--- src/rtl/pyc_upsizer.sv ---
// Ready/valid width upsizer: packs RATIO narrow beats into one registered wide word,
// flushing a partial word early when a beat carries in_last.
module pyc_upsizer #(
    parameter  int IN_WIDTH = 8,
    parameter  int RATIO    = 4,
    localparam int CW       = $clog2(RATIO) + 1
) (
    input  logic                      clk,
    input  logic                      rst,
    input  logic                      in_valid,
    output logic                      in_ready,
    input  logic [IN_WIDTH-1:0]       in_data,
    input  logic                      in_last,
    output logic                      out_valid,
    input  logic                      out_ready,
    output logic [IN_WIDTH*RATIO-1:0] out_data,
    output logic [CW-1:0]             out_count,
    output logic                      out_last
);

    localparam int             OUT_W     = IN_WIDTH * RATIO;
    localparam logic [CW-1:0]  LAST_LANE = CW'(RATIO - 1);

    logic [CW-1:0]    fill;
    logic [OUT_W-1:0] word;
    logic             accept;
    logic             complete;

    // Only out_ready reaches in_ready combinationally; in_* never feeds back.
    assign in_ready = ~out_valid | out_ready;
    assign accept   = in_valid & in_ready;
    assign complete = accept & (in_last | (fill == LAST_LANE));

    generate
        if (RATIO > 1) begin : g_pack
            localparam int ACC_W = IN_WIDTH * (RATIO - 1);

            logic [ACC_W-1:0] acc;

            // Assembly stage: lanes at or above fill stay zero, so the completed
            // word needs no masking beyond dropping the new beat into lane fill.
            always_ff @(posedge clk) begin
                if (rst) begin
                    fill <= '0;
                    acc  <= '0;
                end else if (complete) begin
                    fill <= '0;
                    acc  <= '0;
                end else if (accept) begin
                    acc[fill*IN_WIDTH +: IN_WIDTH] <= in_data;
                    fill                           <= fill + CW'(1);
                end
            end

            always_comb begin
                word                           = '0;
                word[ACC_W-1:0]                = acc;
                word[fill*IN_WIDTH +: IN_WIDTH] = in_data;
            end
        end else begin : g_pass
            assign fill = '0;
            assign word = in_data;
        end
    endgenerate

    // Output stage: reload on a completing beat (also while draining), else drain.
    always_ff @(posedge clk) begin
        if (rst) begin
            out_valid <= 1'b0;
            out_data  <= '0;
            out_count <= '0;
            out_last  <= 1'b0;
        end else if (complete) begin
            out_valid <= 1'b1;
            out_data  <= word;
            out_count <= fill + CW'(1);
            out_last  <= in_last;
        end else if (out_ready) begin
            out_valid <= 1'b0;
        end
    end

endmodule
--- config.mk ---
export PLATFORM = sky130hd
export DESIGN_NAME = pyc_upsizer
export DESIGN_NICKNAME = d
export VERILOG_FILES = /design/src/rtl/pyc_upsizer.sv
export SDC_FILE = /design/constraint.sdc
export NUM_CORES = 1
export LEC_CHECK = 0
export BUFFER_PORTS_ARGS = -buffer_cell sky130_fd_sc_hd__buf_2
export CAP_MARGIN = 10
export CORE_AREA = 2 2 81 68
export DETAILED_ROUTE_END_ITERATION = 8
export DIE_AREA = 0 0 83 70
export PLACE_DENSITY = 0.79
export SETUP_SLACK_MARGIN = 0.1
export SLEW_MARGIN = 5
export SYNTH_ARGS = -nofsm -noshare
export SYNTH_HDL_FRONTEND = slang
export SYNTH_SLANG_ARGS = --single-unit
--- constraint.sdc ---
create_clock -name clk -period 2.6 [get_ports clk]
set_input_delay 0.26 -clock clk [delete_from_list [all_inputs] [get_ports clk]]
set_output_delay 0.26 -clock clk [all_outputs]
set_load 0.1 [all_outputs]
==> impl_results.md <==
- Worst setup SP type: register
- Synthesized cell area: 0.002620 mm²
- Syn nets: 325
- Syn Area/Cell: 8.507 µm²
- Req. time, crit path: 2.85 ns
- Dpl hpwl: 4251 µm
- Slew margin rel.: 67.22%
- Initial DRC Count: 146
- IO buf count: 50
- DR vias/cell: 5.533
- Wire per inst: 15.07 µm
- Clock-pin slew on the worst setup and hold paths: 0.07 ns
- Crit share post-route: 87.67%
- Clock Skew: 0.004805 ns
- Crit. End Element: register
- Sink Count: 64
- CTS Hold Bufs: 0
- Final nets: 373
- Most common cell after layout, fill and taps aside: dfxtp_1
- CTS buffer count: 9
- Placed Instances: 410
- Final setup violation count: 0
- Num ports: 51
- CTS tree: yes
- Most frequent cells in the layout: dfxtp_1 (63), nand2_1 (51), buf_2 (50)
- # H-tree levels: 3
- Crit-path max FO: 8
- Slew @ Worst Pin: 0.4951 ns
- P_leak: 1.275 nW
- Status: completed
- CTS Root Cell: clkbuf_8
- Non-Filler Instances: 426
- Area occupied by registers: 0.001282 mm²
- Syn. warnings: 0
- Seq cells post-synth: 64
- Fin crit period: 2.280 ns
- Maximum vdd ir drop: 0.0004815 V
- Mapped Cells: 308
- Post-DP Area: 0.002927 mm²
- Fillers: 480
- Diodes inserted: 0
- Drt drc: 0
- Total power: 0.002328 W
- HP Class: in -> reg
- Die footprint: 0.005810 mm²
- Yosys cell types: 28
- Seq/Total Area, Yosys: 48.90%
- Largest net degree at the start of global routing: 39
- WS Path Type: reg -> reg
- Layout cells sized above 1: 22.44%
- Post_cts resized: 0
- Placer congestion estimate: 0.8492
- Final Max Tran Viols: 0
- WL final: 6420 µm
- Final core utilization: 60.60%
- Site Rows: 24
- Initial antenna violation count: 0
- Setup TNS: 0 ns
- DIE HEIGHT: 70 µm
- Core area: 0.005135 mm²
- RSZ-0062 raised after global routing: no
- Hold Vio Cnt, Final: 0
- First-pass DRT Iterations: 4
- Total number of vias: 2357
- Multi-input gate area: 0.001226 mm²
- Die span in x: 83 µm
- Vias in the first global route: 2029
- Post-CTS setup buffers: 0
- Global route overflow: 0
- PwrDens: 748.1 mW/mm²
- Clock tree buffer depth: 2
- Starting density of the core: 51.02%
- Worst EP arrival: 2.53 ns
- First-pass GRT wire length: 10130 µm
- Clk Latency, worst-skew pair: 0.34 ns
- P&R area growth vs syn: 18.77%
- Fmax: 0.4387 GHz
- Total GRT Usage: 22.47%
- Remaining antenna violation count: 0
- Max-cap viol count: 0
- Finished Cell Area: 0.003112 mm²
-- flip-flops by register name, indices dropped and copies added, names as in the netlist --
| signal | cells |
|---|---|
| out_data | 32 |
| fill | 3 |
| out_valid | 1 |
| out_count | 3 |
| g_pack.acc | 24 |
| out_last | 1 |
-- synthesized netlist by cell type (all sizes together) --
master / n / area share (%)
nand2: 51 / 7.3
mux2i: 17 / 6.5
o21bai: 1 / 0.29
a311oi: 8 / 2.7
buf: 12 / 2.4
ha: 4 / 1.9
or4: 1 / 0.29
nand2b: 1 / 0.24
xnor2: 1 / 0.33
nand3b: 1 / 0.29
nor2: 42 / 6.1
or3: 1 / 0.24
inv: 5 / 0.72
a22oi: 1 / 0.29
nor3: 1 / 0.38
a21oi: 36 / 6.9
nor4b: 2 / 1.1
nor2b: 1 / 0.24
nand3: 26 / 5.0
nand4: 1 / 0.48
dfxtp: 64 / 49
and4b: 1 / 0.38
or2: 2 / 0.48
a211oi: 18 / 5.2
clkbuf: 10 / 1.4
-- per-stage QoR --
step / hold slack (ns) / setup slack, ns
6_report: 0.1876 / 0.3205
5_1_grt: 0.1910 / 0.1322
4_1_cts: 0.1773 / 0.3091
3_5_place_dp: 0.4426 / 0.3305
3_3_place_gp: 0.4357 / 0.4217
2_1_floorplan: 0.4039 / 0.3323
-- critical path, cell delays in order, from the launching register on --
cell and delay [ns]:
dfxtp_1 0.45, inv_2 0.09, ha_1 0.21, ha_1 0.32, nor4b_2 0.30, nand2_1 0.35
mux2i_1 0.21, a211oi_1 0.25
-- layer usage --
metal | share of wire, % | vias to the layer above | routed length [µm] | GRT usage (%)
li1 | - | 1166 | - | -
met1 | 49 | 1103 | 3116 | 31.12
met5 | 0 | - | 0 | 0
met4 | 0.83 | 0 | 53 | 5.464
met3 | 7.3 | 7 | 471 | 8.747
met2 | 43 | 81 | 2778 | 33.06
-- power by group --
| group | switching [W] | leakage, nW | internal, W | total, W |
|---|---|---|---|---|
| Combinational | 0.000381 | 0.661 | 0.000112 | 0.000493 |
| Clock | 0.000368 | 0.0927 | 0.000423 | 0.000792 |
| Sequential | 0.0000225 | 0.521 | 0.00102 | 0.00104 |
| Total | 0.000772 | 1.27 | 0.00156 | 0.00233 |
-- final cells by class --
type                            count  area share, %
Tap cell                           65          2.614
Inverter                            5         0.6031
Clock buffer                       14          5.549
Sequential cell                    64          41.21
Multi-Input combinational cell    217          39.41
Clock inverter                      2         0.4021
Timing Repair Buffer               59          10.21
-- logic make-up after synthesis --
group | count (synthesis) | share of synthesized area, %
AND/OR/NAND/NOR | 131 | 22.54
AO/OA/AOI/OAI | 64 | 15.28
flip-flops | 64 | 48.90
buffers and inverters | 27 | 4.537
adder cells (fa/ha/maj) | 4 | 1.910
XOR/XNOR | 1 | 0.3343
multiplexers | 17 | 6.495
-- path summary, 6_finish.rpt --
| kind | from | to | slack [ns] | cells past startpoint |
|---|---|---|---|---|
| max | fill[0] | out_data[3] | 0.32 | 7 |
| min | in_last | out_last | 0.19 | 3 |
| max reg2reg | fill[0] | out_data[3] | 0.32 | 7 |
| min reg2reg | out_data[24] | out_data[24] | 0.45 | 2 |
No activity file was read; power rests on OpenSTA's default activity.
